`src/rtl/uart.sv`:
```
// uart: full-duplex 8N1 transceiver, DIV = CLOCKFRQ/BAUDRATE clocks per bit (DIV >= 4).
// Define UART_RX_SYNC_EN to put a 2-flop synchroniser (reset high) in front of the receiver.
//
// TX state  | meaning
// TX_IDLE   | line high, tx_free=1, waiting for transmit
// TX_START  | driving start bit (0)
// TX_DATA   | driving data bit tx_bit, LSB first
// TX_STOP   | driving stop bit (1)
//
// RX state     | meaning
// RX_IDLE      | waiting for a low level on the conditioned line
// RX_START     | counting to mid start bit; high sample there is a false start
// RX_DATA      | sampling data bit rx_bit at mid-bit
// RX_STOP      | sampling stop bit at mid-bit
// RX_WAIT_IDLE | framing error seen; waiting for the line to return high
module uart #(
  parameter int CLOCKFRQ = 1_000_000,
  parameter int BAUDRATE = 250_000
) (
  input  logic       clk,
  input  logic       rst,
  input  logic       rx,
  output logic       tx,
  input  logic       transmit,
  input  logic [7:0] tx_byte,
  output logic       received,
  output logic       tx_free,
  output logic [7:0] rx_byte,
  output logic       is_receiving,
  output logic       is_transmitting,
  output logic       recv_error
);

  localparam int DIV = CLOCKFRQ / BAUDRATE;
  localparam int CW  = $clog2(DIV);
  localparam logic [CW-1:0] BIT_LAST  = CW'(DIV - 1);
  localparam logic [CW-1:0] HALF_LAST = CW'(DIV / 2 - 1);

  logic rx_in;

`ifdef UART_RX_SYNC_EN
  logic [1:0] rx_sync;

  always_ff @(posedge clk or negedge rst) begin
    if (!rst) rx_sync <= 2'b11;
    else      rx_sync <= {rx_sync[0], rx};
  end

  assign rx_in = rx_sync[1];
`else
  assign rx_in = rx;
`endif

  typedef enum logic [1:0] {
    TX_IDLE,
    TX_START,
    TX_DATA,
    TX_STOP
  } tx_state_t;

  tx_state_t     tx_state, tx_state_nx;
  logic [CW-1:0] tx_cnt, tx_cnt_nx;
  logic [2:0]    tx_bit, tx_bit_nx;
  logic [7:0]    tx_shift, tx_shift_nx;
  logic          tx_nx;

  always_ff @(posedge clk or negedge rst) begin
    if (!rst) begin
      tx_state <= TX_IDLE;
      tx_cnt   <= '0;
      tx_bit   <= '0;
      tx_shift <= '0;
      tx       <= 1'b1;
    end else begin
      tx_state <= tx_state_nx;
      tx_cnt   <= tx_cnt_nx;
      tx_bit   <= tx_bit_nx;
      tx_shift <= tx_shift_nx;
      tx       <= tx_nx;
    end
  end

  // tx is registered and set from the next state, so the line changes on the accepting edge.
  always_comb begin
    tx_state_nx = tx_state;
    tx_cnt_nx   = tx_cnt;
    tx_bit_nx   = tx_bit;
    tx_shift_nx = tx_shift;
    tx_nx       = tx;
    case (tx_state)
      TX_IDLE: begin
        tx_nx = 1'b1;
        if (transmit) begin
          tx_state_nx = TX_START;
          tx_cnt_nx   = BIT_LAST;
          tx_shift_nx = tx_byte;
          tx_nx       = 1'b0;
        end
      end
      TX_START: begin
        if (tx_cnt != '0) begin
          tx_cnt_nx = tx_cnt - CW'(1);
        end else begin
          tx_state_nx = TX_DATA;
          tx_cnt_nx   = BIT_LAST;
          tx_bit_nx   = '0;
          tx_nx       = tx_shift[0];
        end
      end
      TX_DATA: begin
        if (tx_cnt != '0) begin
          tx_cnt_nx = tx_cnt - CW'(1);
        end else begin
          tx_cnt_nx = BIT_LAST;
          if (tx_bit == 3'd7) begin
            tx_state_nx = TX_STOP;
            tx_nx       = 1'b1;
          end else begin
            tx_bit_nx   = tx_bit + 3'd1;
            tx_shift_nx = {1'b0, tx_shift[7:1]};
            tx_nx       = tx_shift[1];
          end
        end
      end
      TX_STOP: begin
        tx_nx = 1'b1;
        if (tx_cnt != '0) begin
          tx_cnt_nx = tx_cnt - CW'(1);
        end else begin
          tx_state_nx = TX_IDLE;
        end
      end
      default: begin
        tx_state_nx = TX_IDLE;
        tx_nx       = 1'b1;
      end
    endcase
  end

  assign is_transmitting = (tx_state != TX_IDLE);
  assign tx_free         = ~is_transmitting;

  typedef enum logic [2:0] {
    RX_IDLE,
    RX_START,
    RX_DATA,
    RX_STOP,
    RX_WAIT_IDLE
  } rx_state_t;

  rx_state_t     rx_state, rx_state_nx;
  logic [CW-1:0] rx_cnt, rx_cnt_nx;
  logic [2:0]    rx_bit, rx_bit_nx;
  logic [7:0]    rx_shift, rx_shift_nx;
  logic [7:0]    rx_byte_nx;
  logic          received_nx;
  logic          recv_error_nx;

  always_ff @(posedge clk or negedge rst) begin
    if (!rst) begin
      rx_state   <= RX_IDLE;
      rx_cnt     <= '0;
      rx_bit     <= '0;
      rx_shift   <= '0;
      rx_byte    <= '0;
      received   <= 1'b0;
      recv_error <= 1'b0;
    end else begin
      rx_state   <= rx_state_nx;
      rx_cnt     <= rx_cnt_nx;
      rx_bit     <= rx_bit_nx;
      rx_shift   <= rx_shift_nx;
      rx_byte    <= rx_byte_nx;
      received   <= received_nx;
      recv_error <= recv_error_nx;
    end
  end

  // The half-bit load on entry to RX_START puts every later sample at mid-bit.
  always_comb begin
    rx_state_nx   = rx_state;
    rx_cnt_nx     = rx_cnt;
    rx_bit_nx     = rx_bit;
    rx_shift_nx   = rx_shift;
    rx_byte_nx    = rx_byte;
    received_nx   = 1'b0;
    recv_error_nx = 1'b0;
    case (rx_state)
      RX_IDLE: begin
        if (!rx_in) begin
          rx_state_nx = RX_START;
          rx_cnt_nx   = HALF_LAST;
        end
      end
      RX_START: begin
        if (rx_cnt != '0) begin
          rx_cnt_nx = rx_cnt - CW'(1);
        end else if (rx_in) begin
          rx_state_nx = RX_IDLE;
        end else begin
          rx_state_nx = RX_DATA;
          rx_cnt_nx   = BIT_LAST;
          rx_bit_nx   = '0;
        end
      end
      RX_DATA: begin
        if (rx_cnt != '0) begin
          rx_cnt_nx = rx_cnt - CW'(1);
        end else begin
          rx_shift_nx = {rx_in, rx_shift[7:1]};
          rx_cnt_nx   = BIT_LAST;
          if (rx_bit == 3'd7) rx_state_nx = RX_STOP;
          else                rx_bit_nx   = rx_bit + 3'd1;
        end
      end
      RX_STOP: begin
        if (rx_cnt != '0) begin
          rx_cnt_nx = rx_cnt - CW'(1);
        end else if (rx_in) begin
          rx_state_nx = RX_IDLE;
          rx_byte_nx  = rx_shift;
          received_nx = 1'b1;
        end else begin
          rx_state_nx   = RX_WAIT_IDLE;
          recv_error_nx = 1'b1;
        end
      end
      RX_WAIT_IDLE: begin
        if (rx_in) rx_state_nx = RX_IDLE;
      end
      default: begin
        rx_state_nx = RX_IDLE;
      end
    endcase
  end

  assign is_receiving = (rx_state != RX_IDLE);

endmodule

```
`config.mk`:
```
export PLATFORM = sky130hd
export DESIGN_NAME = uart
export DESIGN_NICKNAME = d
export VERILOG_FILES = /design/src/rtl/uart.sv
export SDC_FILE = /design/constraint.sdc
export NUM_CORES = 1
export LEC_CHECK = 0
export CAP_MARGIN = 0
export CORE_MARGIN = 5
export CORE_UTILIZATION = 59
export CTS_CLUSTER_DIAMETER = 150
export DETAILED_ROUTE_END_ITERATION = 8
export PLACE_DENSITY_LB_ADDON = 0.3
export SLEW_MARGIN = 20
export SYNTH_ARGS = -nofsm -noshare
export SYNTH_HDL_FRONTEND = slang
export SYNTH_SLANG_ARGS = --single-unit
export TNS_END_PERCENT = 1
```
`constraint.sdc`:
```
create_clock -name clk -period 4.88 [get_ports clk]
set_clock_uncertainty 0.15 [all_clocks]
set_input_delay 0.488 -clock clk [delete_from_list [all_inputs] [get_ports clk]]
set_output_delay 0.488 -clock clk [all_outputs]
set_load 0.05 [all_outputs]
```
==> results of run 1 <==
-- flip-flops by register name, indices dropped and copies added (netlist names) --
signal	cells
tx_cnt	2
received	1
rx_state	3
rx_byte	8
rx_cnt	2
tx_bit	3
tx_state	2
rx_shift	8
tx	1
recv_error	1
rx_bit	3
tx_shift	8
-- report_power, final --
| part | leakage (nW) | internal (mW) | total [mW] | switching, mW |
|---|---|---|---|---|
| clock network | 0.0446 | 0.0985 | 0.212 | 0.113 |
| registers | 0.540 | 0.479 | 0.585 | 0.107 |
| logic | 0.603 | 0.388 | 0.812 | 0.424 |
-- path summary, 6_finish.rpt --
kind,to
setup / recovery,is_transmitting
hold / removal,rx_state[0]
setup reg to reg,tx_shift[4]
hold reg to reg,tx_shift[6]
max in group asynchronous,rx_bit[1]
min in group clk,tx_shift[6]
-- per-stage QoR --
| stage | hold WS [ns] | util [%] | worst slack [ns] |
|---|---|---|---|
| after floorplan | 0.0424 | - | 2.50 |
| after global placement | 0.316 | 70.0 | 2.58 |
| after detailed placement | 0.326 | 70.0 | 2.44 |
| after CTS | 0.126 | 72.3 | 2.14 |
| after global routing | 0.174 | 72.3 | 2.07 |
| final | 0.0990 | 72.3 | 2.16 |
-- cell usage after synthesis --
master	count
or2_1	1
a22o_1	8
mux2_2	25
buf_6	2
nand4b_1	1
or3b_1	1
mux2i_1	2
o211ai_1	2
o2bb2a_1	1
inv_1	10
nand4b_4	1
nor4bb_1	1
or3_1	1
nor3_1	1
dfrtp_1	41
mux2_4	8
nand2b_1	2
buf_2	3
nor3b_1	2
nand2_1	2
ha_1	11
nor2_1	10
buf_4	3
a211oi_1	2
and2b_1	2
a22oi_1	1
o21ai_0	8
o221a_2	1
a21oi_1	3
a211oi_4	1
nor4_1	1
dfstp_2	1
o21a_1	2
o22ai_1	1
a311oi_1	1
mux2_1	1
nor2b_1	4
-- cells by family after synthesis --
group                    after synthesis  share of synthesized area [%]
AO/OA/AOI/OAI                         31                           10.9
multiplexers                          36                           20.2
AND/OR/NAND/NOR                       30                           8.76
adder cells (fa/ha/maj)               11                           6.43
flip-flops                            42                           49.1
buffers and inverters                 18                           4.56
-- layer usage --
metal	global-route usage (%)	routed length [µm]
met4	7.23	50
met3	5.60	188
met2	27.8	1870
met5	0	0
met1	22.4	1800
-- final cells by class --
class | instances | share of cell area (%)
clock buffers | 8 | 3.19
inverters | 10 | 1.52
multi-input cells | 108 | 40.2
flip-flops and latches | 42 | 42.6
well taps | 46 | 2.33
repair buffers | 26 | 10.2
==> impl_metrics.ini, run 1 <==
[placed_design]
routabilityCongestion = 0.737
dpl.hpwl_um = 2760
dp_cells = 232
placed_area_um2 = 2390
io_buffers = 25

[synth]
synth_top_area_share_pct = 47.9
avgSynthCellArea_um2 = 12.8
syn-num-nets = 191
netlist_instances = 168
ys_types = 37
synth_top_cell_by_area = dfrtp_1
yosys-top-cells-area = dfrtp_1, mux2_2, ha_1, mux2_4, a22o_1
ys_seq_elements = 42
syn_area_um2 = 2140
yosys_warnings = 0
seq_area_frac_synth_pct = 49.1

[die]
core_area_um2 = 3420
placementRows = 21
die_x_um = 70.3
die_y_um = 70.3
start_util_pct = 62.7
io_pins = 26
die_area_um2 = 4940

[timing]
tightest_slew_ns = 0.923
maxSlewHeadroom_pct = 38.5
period_minus_slack_ns = 2.72
fmax_mhz = 367
rsz0062_at_grt = no
finalHoldViolCount = 0
slew_viol_final = 0
setup_violations = 0
finalCritPeriodShare_pct = 55.8
tns_ns = 0

[clock_tree]
cts_buffer_depth = 2
cts_buffers = 5
worstSkewPairLatency_ns = 0.36
clock-root-buffer = clkbuf_4
ctsResizeCount = 0
cts_sinks = 42
cts_tree = yes
cts_setup_buffers = 0
hold_buffers = 0
htree_levels = 2
clk_pin_slew_ns = 0.13

[worst_setup_path]
cp_common_cell = inv_1
crit_start = tx_state[0]
cp.required_ns = 4.24
worst-path-buf-inv = 3
cp_slowest_cell = clkdlybuf4s50_1
rrSetupSlack_ns = 2.41
cp.arrival_ns = 2.08
path_delay_family = buffers and inverters
crit_path_cell_trace = inv_1 > ha_1 > inv_1 > clkdlybuf4s50_1
end_kind = primary output
cp_max_fo = 8
rr_startpoint = tx_state[0]
crit_type = reg2out
r2r.worst_path.cells = 5
crit_path_start_kind = register
worstSetupPathDepth = 4
slowest_delay_ns = 0.81

[routing]
via_count = 1352
via_per_inst = 5.63
detail-route-antenna-nets = 0
wl_per_cell_um = 16.3
drt_first_pass_iters = 4
wl_um = 3900
drc = 0
drt_iter0_markers = 100

[final_layout]
final_area_um2 = 2470
syn_to_final_growth_pct = 15.4
nets = 216
multi_input_area_um2 = 992
final_cells = 240
drive_gt1_share_pct = 24.2
n_fill_cell = 238
final_cell_mix = dfrtp_1, mux2_2, clkdlybuf4s50_1
final-seq-area_um2 = 1050
final_common_cell = dfrtp_1
diodes = 0

[outcome]
outcome = complete, no violations

[power]
p_leak_nw = 1.19
p_total_mw = 1.61
vdd_ir_drop_max_uv = 343
power.density_nw_per_um2 = 651

[global_route]
antenna_found_initial = 0
overflow = 0
grt_pass1_wl_um = 6920
first_global_vias = 1440
globalRouteTotalUtil_pct = 17.6
grt_max_degree = 43

[hold_path]
hold_path.class = in2async

[flow_run]
max-cap-violations = 0
(Power assumes the default switching activity.)
==> run 2, diff against run 1 <==
--- a/config.mk
+++ b/config.mk
@@ -7,7 +7,7 @@
 export LEC_CHECK = 0
 export CAP_MARGIN = 0
 export CORE_MARGIN = 5
-export CORE_UTILIZATION = 59
+export CORE_UTILIZATION = 50
 export CTS_CLUSTER_DIAMETER = 150
 export DETAILED_ROUTE_END_ITERATION = 8
 export PLACE_DENSITY_LB_ADDON = 0.3
==> constraint.sdc (replaced) <==
create_clock -name clk -period 2.5 [get_ports clk]
set_clock_uncertainty 0.15 [all_clocks]
set_input_delay 0.25 -clock clk [delete_from_list [all_inputs] [get_ports clk]]
set_output_delay 0.25 -clock clk [all_outputs]
set_load 0.05 [all_outputs]
==> run 2 against run 1 <==
  * Sequential power rose by 90%
  * Clock power rose by 100%
  * Via count rose by 1.3%
  * Non-clock buffer count rose by 4
  * Combinational power rose by 100%
  * Global-route usage fell by 2.4 points
  * Total power rose by 97%
  * Design area rose by 2.1%
  * Critical endpoint is now tx_free
  * Largest cell class unchanged
==> impl_metrics.ini, run 2 (synthesis results as in run 1) <==
[outcome]
outcome = complete, no violations

[worst_setup_path]
cp.arrival_ns = 1.96
crit_path_start_kind = register
crit_type = reg2out
cp_max_fo = 8
cp.required_ns = 2.10
end_kind = primary output

[clock_tree]
cts_setup_buffers = 0
worstSkewPairLatency_ns = 0.29
cts_tree = yes
cts_sinks = 42
clock-root-buffer = clkbuf_8
cts_buffers = 5
clk_pin_slew_ns = 0.08
cts_buffer_depth = 2
htree_levels = 2

[placed_design]
routabilityCongestion = 0.857
dpl.hpwl_um = 2810
dp_cells = 239
io_buffers = 25
place_ws_ns = 0.341

[global_route]
grt_max_degree = 43
globalRouteTotalUtil_pct = 15.3
grt_pass1_wl_um = 6530
antenna_found_initial = 0
overflow = 0
first_global_vias = 1443

[timing]
slew_viol_final = 0
tightest_slew_ns = 0.935
period_minus_slack_ns = 2.36
rsz0062_at_grt = no
setup_slack_ns = 0.139
finalHoldViolCount = 0
setup_violations = 0
fmax_mhz = 424
finalCritPeriodShare_pct = 94.4
maxSlewHeadroom_pct = 37.7
tns_ns = 0

[power]
power.density_nw_per_um2 = 1260
swShare_pct = 39.8
p_leak_nw = 1.21
comb_power_share_pct = 51.4
intPower_mw = 1.91
vdd_ir_drop_max_uv = 711
p_total_mw = 3.17
seqPwrFrac_pct = 35.1
power.switching_mw = 1.26
p_clk_share_pct = 13.5

[final_layout]
final_cells = 248
drive_gt1_share_pct = 25.3
n_fill_cell = 327
final-seq-area_um2 = 1050
multi_input_area_um2 = 992
final_util_pct = 61.7
final_cell_mix = dfrtp_1, mux2_2, clkdlybuf4s50_1
diodes = 0
syn_to_final_growth_pct = 17.8
final_common_cell = dfrtp_1
nets = 220
reg_top3 = rx_byte x8, rx_shift x8, tx_shift x8

[routing]
wl_um = 3860
via_count = 1369
drt_iter0_markers = 40
detail-route-antenna-nets = 0
drc = 0
drt_first_pass_iters = 4
wl_per_cell_um = 15.6
via_per_inst = 5.52

[die]
placementRows = 23
die_y_um = 75.5
start_util_pct = 52.4
core_area_um2 = 4090
io_pins = 26
die_x_um = 75.5
die_area_um2 = 5690

[flow_run]
max-cap-violations = 0

[hold_path]
hold_path.class = reg2reg
-- run 2: critical path, cell delays in order (launching register included) --
cell and delay [ns]:
dfrtp_1 0.42, inv_1 0.10, ha_1 0.31, clkdlybuf4s50_1 0.85
-- run 2: path summary, 6_finish.rpt --
path | from | end | slack [ns] | cells past startpoint
min in group asynchronous | rst | tx_state[1] | 0.48 | 2
max in group asynchronous | rst | rx_cnt[0] | 1.13 | 2
setup reg to reg | tx_bit[0] | tx_shift[2] | 0.34 | 5
hold / removal | tx_shift[6] | tx_shift[6] | 0.34 | 1
hold reg to reg | tx_shift[6] | tx_shift[6] | 0.34 | 1
setup / recovery | tx_state[0] | tx_free | 0.14 | 3
-- run 2: what timing repair did --
item                                    in CTS  in global routing
endpoints found under the setup margin       0                  1
resized for setup                            0                  1
hold endpoints to repair                    41                  0
hold buffers                                 1                  0
-- run 2: metal layers --
layer  vias up  wire (µm)  global-route usage [%]
met3         2        153                    4.09
met4         0         34                    5.24
met5         -          0                       0
met2        20       1970                    26.7
met1       689       1710                    18.1
li1        658          -                       -
-- run 2: final cells by class --
type	count	area share [%]
Clock buffer	5	2.73
Clock inverter	3	0.843
Inverter	10	1.49
Multi-Input combinational cell	108	39.3
Sequential cell	42	41.7
Tap cell	50	2.48
Timing Repair Buffer	30	11.4
-- run 2: through the flow --
stage	hold slack (ns)	area, µm²
3_5_place_dp	0.285	2420
2_1_floorplan	-0.196	2140
4_1_cts	0.344	2520
3_3_place_gp	0.264	2420
5_1_grt	0.368	2520
6_report	0.340	2520
-- run 2: power groups by stage --
stage	Sequential, mW	Clock, mW	Combinational, mW
6_report	1.11	0.426	1.63
3_5_place_dp	1.13	0	1.64
2_1_floorplan	1.20	0	1.17
3_3_place_gp	1.10	0	1.55
5_1_grt	1.15	0.473	1.78
4_1_cts	1.11	0.446	1.64
==> run 3, diff against run 2 <==
--- a/config.mk
+++ b/config.mk
@@ -10,6 +10,7 @@
 export CORE_UTILIZATION = 50
 export CTS_CLUSTER_DIAMETER = 150
 export DETAILED_ROUTE_END_ITERATION = 8
+export GPL_TIMING_DRIVEN = 0
 export PLACE_DENSITY_LB_ADDON = 0.3
 export SLEW_MARGIN = 20
 export SYNTH_ARGS = -nofsm -noshare
==> run 3 against run 2 <==
  * Clock power is 24% higher
  * Via count is 2.3% higher
  * Sequential cell count stayed put
  * Hold slack worse by 0.036 ns
  * Cell count is 2.0% higher
  * Maximum frequency is 1.3% lower
  * Highest routed layer unchanged
  * Routed wire length is 0.96% lower
  * Design area is 3.0% higher
  * Critical path depth stayed put
  * Worst setup slack worse by 0.032 ns
==> impl_metrics.ini, run 3 (synthesis results as in run 1) <==
[outcome]
outcome = complete, no violations

[die]
die_y_um = 75.5
core_area_um2 = 4090
io_pins = 26
placementRows = 23
start_util_pct = 52.4
die_area_um2 = 5690
die_x_um = 75.5

[clock_tree]
cts_buffer_depth = 2
htree_levels = 2
cts_tree = yes
cts_sinks = 42
clk_pin_slew_ns = 0.08
worstSkewPairLatency_ns = 0.29
cts_buffers = 5
ctsResizeCount = 0
clock-root-buffer = clkbuf_8

[power]
intPower_mw = 2.03
seqPwrFrac_pct = 33.4
p_clk_share_pct = 16.1
power.switching_mw = 1.25
p_leak_nw = 1.25
comb_power_share_pct = 50.5
power.density_nw_per_um2 = 1260
vdd_ir_drop_max_uv = 680
swShare_pct = 38.1

[final_layout]
nets = 225
final_cell_mix = dfrtp_1, mux2_2, clkdlybuf4s50_1
reg_top3 = rx_byte x8, rx_shift x8, tx_shift x8
final_common_cell = dfrtp_1
final_cells = 253
n_fill_cell = 301
diodes = 0
syn_to_final_growth_pct = 21.3
drive_gt1_share_pct = 26.6

[global_route]
antenna_found_initial = 0
grt_max_degree = 23
grt_pass1_wl_um = 6690
globalRouteTotalUtil_pct = 15.7
overflow = 0
first_global_vias = 1530

[routing]
detail-route-antenna-nets = 0
via_per_inst = 5.53
wl_um = 3820
via_count = 1400
drc = 0
wl_per_cell_um = 15.1
drt_iter0_markers = 39
drt_first_pass_iters = 4

[timing]
finalHoldViolCount = 0
maxSlewHeadroom_pct = 65.7
slew_viol_final = 0
fmax_mhz = 418
rsz0062_at_grt = no
period_minus_slack_ns = 2.39
tightest_slew_ns = 0.514
setup_violations = 0
finalCritPeriodShare_pct = 95.7
tns_ns = 0

[hold_path]
hold_path.class = in2async

[worst_setup_path]
cp.arrival_ns = 1.99
r2r.worst_path.cells = 5
cp.required_ns = 2.10
cp_slowest_cell = clkdlybuf4s50_1
end_kind = primary output
slowest_delay_ns = 0.71
crit_type = reg2out
crit_path_cell_trace = buf_2 > or3_1 > clkdlybuf4s50_1
cp_max_fo = 10
crit_path_start_kind = register

[placed_design]
io_buffers = 25
routabilityCongestion = 0.809
dp_cells = 244
dpl.hpwl_um = 2830

[flow_run]
max-cap-violations = 0
## run 3: cell count changes in the layout (fill, tap and decap cells not counted)
cell and change:
buf_6 +2, clkinv_4 -1, clkdlybuf4s50_1 +1, bufinv_16 +1
buf_2 +3, buf_16 +1, buf_4 -1, clkbuf_1 +1
clkinv_2 -1, dlymetal6s2s_1 -1
## run 3: worst paths after layout
kind | end | slack [ns] | start
worst max-delay path | is_receiving | 0.11 | rx_state[0]
worst min-delay path | tx_cnt[1] | 0.30 | rst
worst max register to register | tx_shift[5] | 0.36 | tx_bit[0]
worst min register to register | tx_shift[6] | 0.35 | tx_shift[6]
max in group asynchronous | rx_bit[2] | 1.41 | rst
min in group clk | tx_shift[6] | 0.35 | tx_shift[6]
## run 3: timing repair
item / CTS / global route
hold buffers: 1 / 0
hold endpoints to repair: 19 / 0
setup buffers: 0 / 0
## run 3: critical path, delay by kind of cell, from the launching register on
kind / cells / cell delay, ns
DFF: 1 / 0.45
buffers and inverters: 2 / 0.91
and+or+nand+nor: 1 / 0.35
## run 3: metal layers
metal,track usage [%],share of wire [%]
met1,17.7,42
met5,0,0
met4,7.57,2.5
met3,3.03,3.9
met2,28.2,52
## run 3: metrics by stage
stage | hold slack (ns) | total power [mW] | area [µm²] | setup WS [ns] | utilization (%)
after floorplan | -0.196 | 2.37 | 2140 | 0.125 | -
after global routing | 0.358 | 3.53 | 2600 | 0.0348 | 63.6
after detailed placement | 0.101 | 2.78 | 2480 | 0.380 | 60.6
final | 0.304 | 3.28 | 2600 | 0.107 | 63.6
after global placement | 0.316 | 2.68 | 2450 | 0.0165 | 60.1
after CTS | 0.314 | 3.32 | 2600 | 0.0837 | 63.6
## run 3: layout make-up
cell class              instances  area (µm²)  area share, %
repair buffers                 27         283           10.9
flip-flops and latches         42        1050           40.5
clock inverters                 2        37.5           1.45
inverters                      10        37.5           1.45
clock buffers                   6        72.6           2.79
multi-input cells             108         992           38.2
plain buffers                   8        60.1           2.31
well taps                      50        62.6           2.41
## run 3: power by group through the flow
| stage | Combinational (mW) | Sequential (mW) | Clock, mW |
|---|---|---|---|
| final | 1.66 | 1.10 | 0.528 |
| after floorplan | 1.17 | 1.20 | 0 |
| after detailed placement | 1.67 | 1.11 | 0 |
| after global placement | 1.59 | 1.09 | 0 |
| after CTS | 1.68 | 1.10 | 0.544 |
| after global routing | 1.84 | 1.13 | 0.566 |
